### config.mk
export PLATFORM = sky130hd
export DESIGN_NAME = uart_tx_buffer
export DESIGN_NICKNAME = d
export VERILOG_FILES = /design/src/rtl/uart_tx_buffer_pkg.sv /design/src/rtl/uart_byte_fifo.sv /design/src/rtl/uart_tx_buffer.sv
export SDC_FILE = /design/constraint.sdc
export NUM_CORES = 1
export LEC_CHECK = 0
export BUFFER_PORTS_ARGS = -buffer_cell sky130_fd_sc_hd__buf_2
export CORE_MARGIN = 5
export CORE_UTILIZATION = 50
export CTS_BUF_LIST = sky130_fd_sc_hd__clkbuf_8
export CTS_CLUSTER_DIAMETER = 80
export DETAILED_ROUTE_END_ITERATION = 8
export HOLD_SLACK_MARGIN = 0.02
export PLACE_DENSITY = 0.66
export REMOVE_ABC_BUFFERS = 1
export SETUP_SLACK_MARGIN = 0.15
export SYNTH_ARGS = -nofsm -noshare
export SYNTH_HDL_FRONTEND = slang
export SYNTH_SLANG_ARGS = --single-unit
### constraint.sdc
create_clock -name clk -period 3.8 [get_ports clk]
set_clock_uncertainty 0.2 [all_clocks]
set_input_delay 0.19 -clock clk [delete_from_list [all_inputs] [get_ports clk]]
set_output_delay 0.19 -clock clk [all_outputs]
set_load 0.02 [all_outputs]
### src/rtl/uart_tx_buffer_pkg.sv
// Shared UART defines: bus address, default sizing and transmitter state encoding.
package uart_tx_buffer_pkg;

  // Memory-mapped address the CPU stores to in order to queue a byte.
  localparam logic [31:0] UART_ADDR = 32'h1000_0000;

  // Default sizing; both are overridable per instance.
  localparam int DEFAULT_CLKS_PER_BIT = 87;
  localparam int DEFAULT_DEPTH        = 16;

  // Payload bits per 8N1 frame.
  localparam int DATA_BITS = 8;

  // Transmitter FSM states.
  typedef enum logic [1:0] {
    TX_IDLE  = 2'd0,
    TX_START = 2'd1,
    TX_DATA  = 2'd2,
    TX_STOP  = 2'd3
  } tx_state_t;

endpackage

### src/rtl/uart_byte_fifo.sv
// Byte FIFO feeding the UART transmitter: storage, wrapping pointers,
// registered level/full/empty flags and a sticky overflow flag.
module uart_byte_fifo
  import uart_tx_buffer_pkg::*;
#(
  parameter  int DEPTH = DEFAULT_DEPTH,
  localparam int AW    = $clog2(DEPTH)
) (
  input  logic          clk,
  input  logic          rst,
  input  logic          wr_en,
  input  logic [7:0]    wr_data,
  input  logic          rd_en,
  output logic [7:0]    rd_data,
  output logic          full,
  output logic          empty,
  output logic [AW:0]   level,
  output logic          overflow
);

  localparam logic [AW:0] LEVEL_FULL = (AW + 1)'(DEPTH);

  logic [7:0]    mem [DEPTH];
  logic [AW-1:0] wr_ptr_reg;
  logic [AW-1:0] rd_ptr_reg;
  logic [AW:0]   level_reg;
  logic [AW:0]   level_next;
  logic          full_reg;
  logic          empty_reg;
  logic          overflow_reg;
  logic          push;
  logic          pop;

  // A write against a full FIFO is dropped even if a pop frees a slot on the same edge.
  assign push = wr_en && !full_reg;
  assign pop  = rd_en && !empty_reg;

  // Next occupancy; simultaneous push and pop cancel out.
  always_comb begin
    level_next = level_reg;
    case ({push, pop})
      2'b10:   level_next = level_reg + 1'b1;
      2'b01:   level_next = level_reg - 1'b1;
      default: level_next = level_reg;
    endcase
  end

  // Byte storage; contents need no reset since the pointers define validity.
  always_ff @(posedge clk) begin
    if (push) begin
      mem[wr_ptr_reg] <= wr_data;
    end
  end

  // Pointers, flags and the sticky overflow; reset takes priority over writes.
  always_ff @(posedge clk) begin
    if (rst) begin
      wr_ptr_reg   <= '0;
      rd_ptr_reg   <= '0;
      level_reg    <= '0;
      full_reg     <= 1'b0;
      empty_reg    <= 1'b1;
      overflow_reg <= 1'b0;
    end else begin
      if (push) begin
        wr_ptr_reg <= wr_ptr_reg + 1'b1;
      end
      if (pop) begin
        rd_ptr_reg <= rd_ptr_reg + 1'b1;
      end
      level_reg    <= level_next;
      full_reg     <= (level_next == LEVEL_FULL);
      empty_reg    <= (level_next == '0);
      overflow_reg <= overflow_reg | (wr_en && full_reg);
    end
  end

  // Head of queue is presented directly so the transmitter can load it on the pop edge.
  assign rd_data  = mem[rd_ptr_reg];
  assign full     = full_reg;
  assign empty    = empty_reg;
  assign level    = level_reg;
  assign overflow = overflow_reg;

endmodule

### src/rtl/uart_tx_buffer.sv
// Buffered 8N1 UART transmitter: CPU byte writes go into a FIFO, and the
// FSM shifts them out LSB first with back-to-back frames when data is waiting.
module uart_tx_buffer
  import uart_tx_buffer_pkg::*;
#(
  parameter  int CLKS_PER_BIT = DEFAULT_CLKS_PER_BIT,
  parameter  int DEPTH        = DEFAULT_DEPTH,
  localparam int LW           = $clog2(DEPTH) + 1
) (
  input  logic          clk,
  input  logic          rst,
  input  logic          wr_en,
  input  logic [7:0]    wr_data,
  output logic          full,
  output logic          empty,
  output logic [LW-1:0] level,
  output logic          overflow,
  output logic          busy,
  output logic          uart_tx
);

  localparam int          BW        = (CLKS_PER_BIT > 1) ? $clog2(CLKS_PER_BIT) : 1;
  localparam logic [BW-1:0] BAUD_LAST = BW'(CLKS_PER_BIT - 1);
  localparam logic [2:0]  LAST_BIT  = 3'(DATA_BITS - 1);

  tx_state_t     state_reg;
  tx_state_t     state_next;
  logic [BW-1:0] baud_reg;
  logic [2:0]    bit_reg;
  logic [7:0]    shift_reg;
  logic          uart_tx_reg;
  logic          tx_bit_next;
  logic          fifo_pop;
  logic [7:0]    fifo_rd_data;
  logic          baud_last;

  uart_byte_fifo #(
    .DEPTH (DEPTH)
  ) u_fifo (
    .clk      (clk),
    .rst      (rst),
    .wr_en    (wr_en),
    .wr_data  (wr_data),
    .rd_en    (fifo_pop),
    .rd_data  (fifo_rd_data),
    .full     (full),
    .empty    (empty),
    .level    (level),
    .overflow (overflow)
  );

  assign baud_last = (baud_reg == BAUD_LAST);

  // FSM state register.
  always_ff @(posedge clk) begin
    if (rst) begin
      state_reg <= TX_IDLE;
    end else begin
      state_reg <= state_next;
    end
  end

  // Next-state logic; the registered empty flag guarantees a fresh push is seen one cycle late.
  always_comb begin
    state_next = state_reg;
    case (state_reg)
      TX_IDLE:  if (!empty) state_next = TX_START;
      TX_START: if (baud_last) state_next = TX_DATA;
      TX_DATA:  if (baud_last && (bit_reg == LAST_BIT)) state_next = TX_STOP;
      TX_STOP:  if (baud_last) state_next = empty ? TX_IDLE : TX_START;
      default:  state_next = TX_IDLE;
    endcase
  end

  // FSM outputs: when to pop the FIFO and what level the line should take next.
  always_comb begin
    fifo_pop    = 1'b0;
    tx_bit_next = 1'b1;
    case (state_reg)
      TX_IDLE:  fifo_pop = !empty;
      TX_START: tx_bit_next = 1'b0;
      TX_DATA:  tx_bit_next = shift_reg[0];
      TX_STOP:  fifo_pop = baud_last && !empty;
      default:  tx_bit_next = 1'b1;
    endcase
  end

  // Baud counter, bit counter, shift register and the registered serial line.
  always_ff @(posedge clk) begin
    if (rst) begin
      baud_reg    <= '0;
      bit_reg     <= '0;
      shift_reg   <= '0;
      uart_tx_reg <= 1'b1;
    end else begin
      uart_tx_reg <= tx_bit_next;
      if (fifo_pop) begin
        shift_reg <= fifo_rd_data;
        bit_reg   <= '0;
        baud_reg  <= '0;
      end else if (state_reg != TX_IDLE) begin
        if (baud_last) begin
          baud_reg <= '0;
          if (state_reg == TX_DATA) begin
            shift_reg <= {1'b0, shift_reg[7:1]};
            bit_reg   <= bit_reg + 1'b1;
          end
        end else begin
          baud_reg <= baud_reg + 1'b1;
        end
      end
    end
  end

  assign uart_tx = uart_tx_reg;
  assign busy    = (state_reg != TX_IDLE) || !empty;

endmodule

* Word-level counts from Yosys, hierarchy flattened
Memory sizes are Yosys's and may differ from the RTL's. A register that Yosys moved wholly into a read port is not among the register bits.
Cells that the tools add are included.
** Storage, ports and cells
- Output and inout bits :: 10
- Word-level logic and storage cells :: 67
- Register bits after elaboration :: 37
- Bits in writable memories :: 128
- Memories kept :: 1
** Cells by class
- Reductions and logical operators :: 18
- Eq/ne operators :: 12
- Add/sub/neg operators :: 6
- Bitwise logic cells :: 1
- Muxes and demuxes :: 18
** Memory list
- u_fifo.mem :: words 16, width 8, read ports 1, clocked after Yosys merged registers in 1, write ports 1, line uart_byte_fifo.sv:23 : logic [7:0] mem [DEPTH];
** Operators with widths (number)
- $mux W8 :: 4
- $pmux W5 S2 :: 1
- $add A4 B1 Y4 const B :: 2
- $mux W2 :: 4
- $mux W4 :: 2
- $ne A2 B2 Y1 const B :: 4
- $pmux W2 S4 :: 1
- $reduce_bool A2 Y1 :: 4
- $add A7 B1 Y7 const B :: 1
- $eq A7 B7 Y1 const B :: 1
- $mux W7 :: 1
- $eq A2 B2 Y1 const B :: 3
- $reduce_and A3 Y1 :: 2
- $add A5 B1 Y5 const B :: 1
- $eq A5 B5 Y1 const B :: 1
- $logic_and A1 B1 Y1 :: 5
- $logic_not A5 Y1 :: 1
- $sub A5 B1 Y5 const B :: 1
- $eq A2 B1 Y1 const B :: 2
- $pmux W1 S2 :: 2
- $reduce_and A4 Y1 :: 1
- $add A3 B1 Y3 const B :: 1
- $eq A3 B3 Y1 const B :: 1
- $mux W1 :: 3
- 5 further kinds :: 6

* Longest topological paths before layout
Gate-level depths: netlist of the first run.
- Depth after elaboration :: 7
- Mapped depth :: 15
- Gate-level depth less buffers :: 13

* Modules after synthesis
From an unflattened synthesis of the first run, not the netlist that was laid out.
** Unflattened totals
- Cells, all modules :: 422
- Area, all modules :: 7111.8 um^2
** Modules (own cells, without submodules)
- uart_byte_fifo :: cells an instance 306, instances 1, seq. area each 4244.1 um^2, area an instance 5905.7 um^2
- uart_tx_buffer :: cells an instance 116, instances 1, seq. area each 420.4 um^2, area an instance 1206.2 um^2

* Worst setup path before layout of the first run
Ideal clock, no wire load.
- Kind :: register -> register
- From :: register state_reg[0]
- To :: register u_fifo.full_reg, in the netlist u_fifo.full
- Clock period less this slack :: 3104 ps
- Setup slack :: 696 ps
- Cell stages (with the launch flop) :: 15
- Library setup time :: 92 ps
- Arrival time :: 2812 ps
- Path through :: dfxtp_1 -> inv_1 -> ha_1 -> buf_2 -> nor2b_1 -> o21bai_2 -> nand2b_1 -> buf_2 -> inv_2 -> ha_1 -> or4_1 -> nor3_1 -> a211oi_2 -> xor2_1 -> nor4_1
** On the way
- Longest elaborated chain between the ends :: 6
- Elaborated cells between the ends (all ways) :: 8
** RTL lines
- from (decl) :: line uart_tx_buffer.sv:26 : tx_state_t state_reg;
- from (signal assigned) :: line uart_tx_buffer.sv:59 : state_reg <= state_next;
- $eq A2 B2 Y1 / $logic_not A2 Y1 (equally long branches) :: line uart_tx_buffer.sv:79 : case (state_reg)
- $pmux W1 S2 (*) :: line uart_tx_buffer.sv:79
- $logic_and A1 B1 Y1 (*) :: line uart_byte_fifo.sv:36 : assign pop = rd_en && !empty_reg;
- $eq A2 B1 Y1 / $eq A2 B2 Y1 (equally long branches) :: line uart_byte_fifo.sv:41 : case ({push, pop})
- $pmux W5 S2 (*) :: line uart_byte_fifo.sv:41
- $eq A5 B5 Y1 (*) :: line uart_byte_fifo.sv:72 : full_reg <= (level_next == LEVEL_FULL);
- to (signal assigned) :: line uart_byte_fifo.sv:72
- to (decl) :: line uart_byte_fifo.sv:28 : logic full_reg;
Every way passes the cells marked *; elsewhere a longest branch is shown, timed or not.
A chain may end at the register's enable or synchronous reset.

* Final worst setup path of the first run
Same ends and word-level chain as after synthesis.

==> metrics, run 1 <==
Mapped Cells 433; CP Launch Point state_reg[0]; root buf cell clkbuf_8; final hold vios 0; top post-synthesis cells by count 128 x edfxtp_1, 47 x nor2_1, 41 x dfxtp_1; clock tree buffer depth 2; crit share post-route 0.895; IO Port Bufs 20; CTS Buf Count 17; RSZ-0062 raised after global routing false; syn avg cell area 16.1 µm²; core footprint 13800 µm²; crit path DAT approximately 3.6 ns; first-pass GRT wire length between 15000 and 20000 µm; starting density of the core 0.507; Clock transition at path regs about 0.08 ns; worst-case headroom to the max-slew limit 0.452; synth unique cells 47; Layout Nets 498; area leader, netlist edfxtp_1; max FFs per register 128; vias in the first global route 3717; Lkg Pwr roughly 0.0025 µW; initial antenna violation count 0; Final Worst Setup Slack 0.397 ns; EDFF count, synth 128; final setup fails 0; H-tree levels 4; Post-Synth Adder-Cell Area 0.0304; met1 Use GR 0.205; largest net degree at the start of global routing 33; layout cell share with drive strength beyond 1 0.219; routed vias/inst 5.46; Worst Path Max Fanout 11; grt met2 use 0.260; die height 128 µm; Final Cell Area around 7800 µm²; post-DP HPWL 8130 µm; DR iter-0 viols about 230; Via Count 3623; TritonCTS clock tree yes; Die Footprint 16400 µm²; Synth Area in Simple Gates 0.0758; detailed-route wire length about 12000 µm; DRC errors left 0; drt wl/cell approximately 18 µm; Clock Sinks 169; sequential share of the synthesized area 0.668; ys flop type edfxtp_1; Worst-Margin Slew 0.819 ns; max incr delay on CP 0.47 ns; Slew Viols, Final 0; cell-by-cell listing of the critical path inv_1, ha_2, nor2b_1, o21bai_2, nand2b_1, inv_2, ha_1, buf_4, or4_1, nor3_1, a211oi_2, xor2_1, nor4_1; mux cell area share after synthesis 0.145; Worst setup SP type flop; GRT overflow 0; Hold Crit Start u_fifo.rd_ptr_reg[3]; worst slack, placed 0.356 ns; compound-gate portion of the synthesized area 0.0380; met3 Use GR 0.0483; CP max stage cell or4_1; post-synthesis cell area 6990 µm²; Synth top area share 0.550; CP required 3.94 ns; Critical Path Sink Type flop; Max Clk Rate between 0.2 and 0.3 GHz; PD cells 595 nW/µm²; die width 128 µm; Skew-Pair Late Insertion Delay 0.45 ns; Post-CTS Setup Inserts 0; row count 43; first drt pass iteration count 6; YS warnings 0; Reg2Reg Launch Point state_reg[0]; Antenna diodes 0; synth-to-layout area growth 11.0%; placed cell area between 7000 and 8000 µm²; most frequent cell after synthesis edfxtp_1; status finished, final reports clean; GRT Util Overall 0.160; crit-path leading delay family simple AND/OR/NAND/NOR gates; # IOs 21; Async S/R FF share, synth 0; number of max-cap violations 0; Max rail drop VDD slightly below 400 µV; largest family of logic cells by synthesized area multiplexers; fin crit period 3.40 ns; Worst Path Buf+Inv 3; synth top area cells edfxtp_1 55%, mux4_2 13%, dfxtp_1 12%, ha_1 3.0%, nor2_1 2.5%; routability cong. between 0.7 and 0.8; Final ANT Viol Nets 0; worst hold path type flop to flop; Synth Area in XOR/XNOR 0.0201; setup TNS 0 ns; Yosys reg bits 169; CP Class flop to flop; GRT busiest layer met2
-- power breakdown --
| part | internal, µW | switching (µW) |
|---|---|---|
| clock | 533 | 672 |
| sequential | 2120 | 112 |
| combinational | 527 | 648 |
-- worst reg2reg max path, delay by kind of cell, from the launching register on --
family / cells / cell delay [ns]
AOI/OAI and AO/OA: 2 / 0.28
xor gates and xnor gates: 1 / 0.17
adders and majority gates: 2 / 0.56
buffers and inverters: 3 / 0.47
DFF: 1 / 0.35
and+or+nand+nor: 5 / 1.28
-- worst paths after layout --
kind / end / slack (ns) / cells past startpoint
max: u_fifo.full / 0.40 / 13
min: u_fifo.rd_ptr_reg[3] / 0.31 / 2
max reg2reg: u_fifo.full / 0.40 / 13
min reg2reg: u_fifo.rd_ptr_reg[3] / 0.31 / 2
-- metrics by stage --
stage	cells	utilization	hold slack, ns	total power, µW
detailed placement	620	0.528	0.240	3450
global route	663	0.563	0.346	4880
global placement	620	0.528	0.226	3410
finish	663	0.563	0.308	4620
floorplan	411	-	0.0591	3110
CTS	663	0.563	0.315	4670
-- layer usage --
metal | routed length, µm | up-vias
met4 | 171 | 0
met3 | 434 | 14
li1 | - | 1735
met5 | 0 | -
met1 | 5180 | 1815
met2 | 6020 | 59
-- logic make-up after synthesis --
logic type | after synthesis
compound gates | 38
flops | 169
mux | 51
xor+xnor | 16
simple gates | 110
fa+ha+maj | 17
buf+inv | 32
-- area by class of cell --
| class | instances | area, µm² |
|---|---|---|
| clock buffers | 17 | 234 |
| fillers | 1111 | 6020 |
| well taps | 180 | 225 |
| clock inverters | 15 | 143 |
| inverters | 10 | 37.5 |
| repair buffers | 40 | 290 |
| flip-flops and latches | 169 | 4670 |
| multi-input cells | 232 | 2160 |
-- placed cells by master, fill, tap and decap left out, types with 10 or more instances in the layout --
cell	instances
mux4_2	40
inv_1	10
clkbuf_8	17
mux2i_1	11
ha_1	16
buf_2	20
dfxtp_1	40
nor2_1	47
nor3_1	10
dlygate4sd3_1	11
a21oi_1	13
nand2_1	20
edfxtp_1	128
-- what timing repair did --
item,4_1_cts,5_1_grt
hold buffers,11,0
endpoints found under the hold margin,141,0
gates resized for setup,0,1
endpoints found under the setup margin,0,1
Note: power is estimated with default switching activity, not from simulation.
==> run 2, diff against run 1 <==
--- a/config.mk
+++ b/config.mk
@@ -5,7 +5,9 @@
 export SDC_FILE = /design/constraint.sdc
 export NUM_CORES = 1
 export LEC_CHECK = 0
+export ABC_AREA = 1
 export BUFFER_PORTS_ARGS = -buffer_cell sky130_fd_sc_hd__buf_2
+export CAP_MARGIN = 15
 export CORE_MARGIN = 5
 export CORE_UTILIZATION = 50
 export CTS_BUF_LIST = sky130_fd_sc_hd__clkbuf_8
==> metrics, run 2 <==
status finished, final reports clean; Lkg Pwr about 0.0027 µW; PD cells 650 nW/µm²; Max rail drop VDD ~350 µV; sequential share of the synthesized area 0.661; first drt pass iteration count 6; number of max-cap violations 0; Clock Sinks 169; DR iter-0 viols 340; Finished Layout Cells 850; Final ANT Viol Nets 0; Pwr Total around 5100 µW; die height 129 µm; RSZ-0062 raised after global routing false; crit share post-route 0.803; synth unique cells 40; clock tree buffer depth 2; starting density of the core 0.508; TritonCTS clock tree yes; final hold vios 0; Worst Path Max Fanout 22; first-pass GRT wire length 24600 µm; Antenna diodes 0; # IOs 21; Slew Viols, Final 0; core footprint 13900 µm²; Critical Path Sink Type flop; GRT overflow 0; worst hold path type flop to flop; layout cell share with drive strength beyond 1 0.107; DRC errors left 0; Seq. cell area 4670 µm²; most frequent cell after synthesis edfxtp_1; Max Clk Rate 0.328 GHz; Worst setup SP type flop; IO Port Bufs 20; syn avg cell area 11.2 µm²; ys flop type edfxtp_1; crit path DAT 3.18 ns; Final Worst Setup Slack roughly 0.75 ns; die width 129 µm; row count 43; hold slack ~0.27 ns; CP required 3.93 ns; Yosys reg bits 169; Cells after DPL around 810; worst slack, placed 0.800 ns; setup TNS 0 ns; area leader, netlist edfxtp_1; post-synthesis cell area 7060 µm²; top post-synthesis cells by count 128 x edfxtp_1, 97 x nor2_1, 66 x o21ai_0; synth-to-layout area growth 10.9%; Synth top area share 0.545; # fillers about 1.1k; Worst-Margin Slew 1.01 ns; YS warnings 0; drt wl/cell between 15 and 20 µm; GRT Util Overall 0.196; largest net degree at the start of global routing 65; CTS-repair resized insts 0; worst-case headroom to the max-slew limit 0.326; Async S/R FF share, synth 0; detailed-route wire length 15500 µm; CP Class flop to flop; final setup fails 0; commonest non-fill, non-tap cell in the layout edfxtp_1; synth top area cells edfxtp_1 54%, dfxtp_1 12%, nor2_1 5.2%, o21ai_0 4.7%, nand2_1 3.5%; Via Count 4780; footprint of the multi-input gates 2110 µm²; root buf cell clkbuf_8; CTS Buf Count 17; routability cong. about 0.84; Clock transition at path regs 0.08 ns; fin crit period around 3 ns; Layout Nets 685; max FFs per register 128; H-tree levels 4; post-DP HPWL 9450 µm; vias in the first global route 4620; commonest cells after routing, fill and taps aside 128 x edfxtp_1, 97 x nor2_1, 66 x o21ai_0; Die Footprint 16600 µm²; Mapped Cells 629; initial antenna violation count 0; Skew-Pair Late Insertion Delay 0.44 ns; routed vias/inst 5.62; EDFF count, synth 128
run 2: cell count changes after synthesis, sizes merged, moves of 28 or more:
| cell | previous run | this run |
|---|---|---|
| nor2 | 47 | 99 |
| inv | 10 | 41 |
| mux4 | 40 | 0 |
| a21oi | 13 | 41 |
| o21ai | 1 | 67 |
| nand2 | 20 | 70 |
run 2: cells by family (layout without fill, tap and decap cells):
logic type / count (synthesis) / after routing / share of synthesized area
AOI/OAI and AO/OA: 155 / 155 / 0.132
xor gates and xnor gates: 5 / 5 / 0.00620
adders and majority gates: 17 / 17 / 0.0301
buffers and inverters: 70 / 111 / 0.0402
DFF: 169 / 169 / 0.661
and+or+nand+nor: 213 / 213 / 0.131
run 2: area by class of cell:
cell class / count / share of cell area
multi-input cells: 390 / 0.269
clock inverters: 15 / 0.0208
clock buffers: 17 / 0.0299
well taps: 180 / 0.0288
inverters: 42 / 0.0201
repair buffers: 37 / 0.0352
flip-flops and latches: 169 / 0.596
run 2: worst paths after layout:
kind,startpoint,end,slack [ns],cells after the start
worst max-delay path,state_reg[0],u_fifo.empty,0.75,17
worst min-delay path,shift_reg[5],shift_reg[5],0.27,2
worst max register to register,state_reg[0],u_fifo.empty,0.75,17
worst min register to register,shift_reg[5],shift_reg[5],0.27,2
run 2: report_power, final:
group | switching [µW] | total [µW] | internal, µW
sequential | 99.6 | 2220 | 2120
combinational | 1080 | 1600 | 529
clock | 625 | 1260 | 638
run 2: metal layers:
| metal | part of all wire | track usage | vias to the layer above |
|---|---|---|---|
| li1 | - | - | 2306 |
| met1 | 0.43 | 0.261 | 2311 |
| met3 | 0.060 | 0.0365 | 16 |
| met5 | 0 | 0 | - |
| met2 | 0.50 | 0.325 | 147 |
| met4 | 0.016 | 0.0655 | 0 |
run 2: per-stage QoR:
step | instance area (µm²) | utilization
after floorplan | 6930 | -
after global placement | 7300 | 0.526
after detailed placement | 7300 | 0.526
after CTS | 7800 | 0.562
after global routing | 7830 | 0.564
final | 7830 | 0.564
run 2: critical path, stage by stage, from the launching register on:
cell and delay, ns:
dfxtp_1 0.36, inv_1 0.12, ha_1 0.35, inv_2 0.09
or2_4 0.25, nand2_4 0.11, nand2_2 0.08, inv_2 0.29
ha_1 0.34, nand2_1 0.08, o21ai_1 0.18, inv_1 0.08
nand2_1 0.07, nand2_1 0.05, nand3_1 0.06, nand2_1 0.08
nand3_1 0.10, nand2_1 0.06
run 2: what timing repair did:
action | 4_1_cts | 5_1_grt
hold endpoints to repair | 144 | 0
hold buffers | 11 | 0
setup buffers | 0 | 0
==> run 3, diff against run 2 <==
--- a/config.mk
+++ b/config.mk
@@ -5,7 +5,7 @@
 export SDC_FILE = /design/constraint.sdc
 export NUM_CORES = 1
 export LEC_CHECK = 0
-export ABC_AREA = 1
+export ABC_AREA = 0
 export BUFFER_PORTS_ARGS = -buffer_cell sky130_fd_sc_hd__buf_2
 export CAP_MARGIN = 15
 export CORE_MARGIN = 5
==> constraint.sdc (replaced) <==
create_clock -name clk -period 3.2 [get_ports clk]
set_clock_uncertainty 0.2 [all_clocks]
set_input_delay 0.16 -clock clk [delete_from_list [all_inputs] [get_ports clk]]
set_output_delay 0.16 -clock clk [all_outputs]
set_load 0.02 [all_outputs]
==> metrics, run 3 (synthesis results as in run 1) <==
status finished, final reports clean; RSZ-0062 raised after global routing false; fin crit period 2.88 ns; placed cell area 7290 µm²; Final Worst Setup Slack 0.316 ns; PD cells 720 nW/µm²; worst hold path type flop to flop; routed vias/inst 5.57; CP max stage cell or4_1; first drt pass iteration count 4; CTS Buf Count 17; final setup fails 0; DR iter-0 viols roughly 300; GRT overflow 0; die height approximately 130 µm; Slew Viols, Final 0; worst-case headroom to the max-slew limit 0.427; max FFs per register 128; CP Class flop to flop; Final ANT Viol Nets 0; starting density of the core 0.507; Critical Path Sink Type flop; Clock power frac 0.253; commonest cells after routing, fill and taps aside 128 x edfxtp_1, 46 x nor2_1, 40 x mux4_2; synth-to-layout area growth 13.4%; internal power 3860 µW; Core Util, Final 0.575; worst slack, placed 0.110 ns; post-DP HPWL 8340 µm; IO Port Bufs 20; Antenna diodes 0; GRT Util Overall 0.160; number of max-cap violations 0; most frequent CP cell ha_2; combinational power share 0.278; initial antenna violation count 0; Worst Path Max Fanout 4; switch share 0.323; crit path DAT 3.05 ns; vias in the first global route 3769; root buf cell clkbuf_8; crit share post-route 0.901; commonest non-fill, non-tap cell in the layout edfxtp_1; hold slack 0.311 ns; clock tree buffer depth 2; Worst-Margin Slew 0.857 ns; Max Clk Rate 0.347 GHz; TritonCTS clock tree yes; Seq pwr share 0.469; detailed-route wire length roughly 12000 µm; drt wl/cell 18.5 µm; row count 43; core footprint 13800 µm²; # IOs 21; # fillers 1070; die width 128 µm; Clock transition at path regs 0.10 ns; DRC errors left 0; Layout Nets 507; crit-path leading delay family simple AND/OR/NAND/NOR gates; largest net degree at the start of global routing 33; H-tree levels 4; Clock Sinks between 150 and 200; first-pass GRT wire length 20000 µm; final hold vios 0; Final Cell Area between 7000 and 8000 µm²; setup slack, reg-to-reg ~0.32 ns; Lkg Pwr 0.00261 µW; routability cong. 0.812; Worst Path Buf+Inv 1; cell-by-cell listing of the critical path inv_1, ha_2, nor2b_4, o21bai_4, nand2_4, xnor2_2, ha_2, nand2_1, or4_1, nor3_2, a211oi_2, xor2_1, nor4_1; Via Count around 3.7k; Psw 1850 µW; Die Footprint approximately 16000 µm²; CP required 3.37 ns; max incr delay on CP 0.41 ns; Max rail drop VDD about 380 µV; layout cell share with drive strength beyond 1 0.266; Skew-Pair Late Insertion Delay approximately 0.46 ns; Worst setup SP type flop
run 3: changes by cell type in the layout (fill, tap and decap cells not counted), moves of 28 or more:
cell	delta
inv_1	-31
mux4_2	+40
a21oi_1	-28
nor2_1	-51
o21ai_0	-65
nand2_1	-46
run 3: per-layer routing:
metal  GRT usage  wire length [µm]  up-vias
li1            -                 -     1756
met1       0.207              5440     1908
met2       0.264              6470       67
met3      0.0408               360       15
met4      0.0556               176        0
met5           0                 0        -
run 3: worst paths after layout:
| path | from | endpoint | depth (start not counted) |
|---|---|---|---|
| setup / recovery | state_reg[0] | u_fifo.full | 13 |
| hold reg to reg | shift_reg[7] | shift_reg[7] | 2 |
| setup reg to reg | state_reg[0] | u_fifo.full | 13 |
| hold / removal | shift_reg[7] | shift_reg[7] | 2 |
run 3: layout make-up:
cell class,instances,area (µm²),area share
Sequential cell,169,4670,0.590
Inverter,10,40.0,0.00505
Clock buffer,17,234,0.0295
Multi-Input combinational cell,232,2250,0.284
Timing Repair Buffer,49,358,0.0452
Clock inverter,15,145,0.0183
Tap cell,180,225,0.0284
run 3: through the flow:
step	total power [µW]	TNS (ns)	cells
finish	5710	0	672
CTS	5560	0	666
global route	6010	0	672
floorplan	3690	-0.530	411
global placement	4070	0	623
detailed placement	4110	0	623
run 3: power by group through the flow:
stage,clock network (µW),registers [µW],logic [µW]
6_report,1440,2680,1590
5_1_grt,1580,2700,1730
4_1_cts,1470,2660,1420
3_5_place_dp,0,2710,1400
3_3_place_gp,0,2700,1370
2_1_floorplan,0,2790,897
run 3: worst reg2reg max path, stage by stage (launching register included):
cell	delay, ns
dfxtp_2	0.35
inv_1	0.14
ha_2	0.20
nor2b_4	0.15
o21bai_4	0.17
nand2_4	0.10
xnor2_2	0.15
ha_2	0.23
nand2_1	0.05
or4_1	0.41
nor3_2	0.19
a211oi_2	0.09
xor2_1	0.18
nor4_1	0.18
run 3: what timing repair did:
item / in CTS / in global routing
hold buffers: 11 / 0
hold endpoints to repair: 154 / 0
resized for setup: 3 / 19
setup buffers: 0 / 6
endpoints found under the setup margin: 2 / 3
pin swaps: 0 / 5
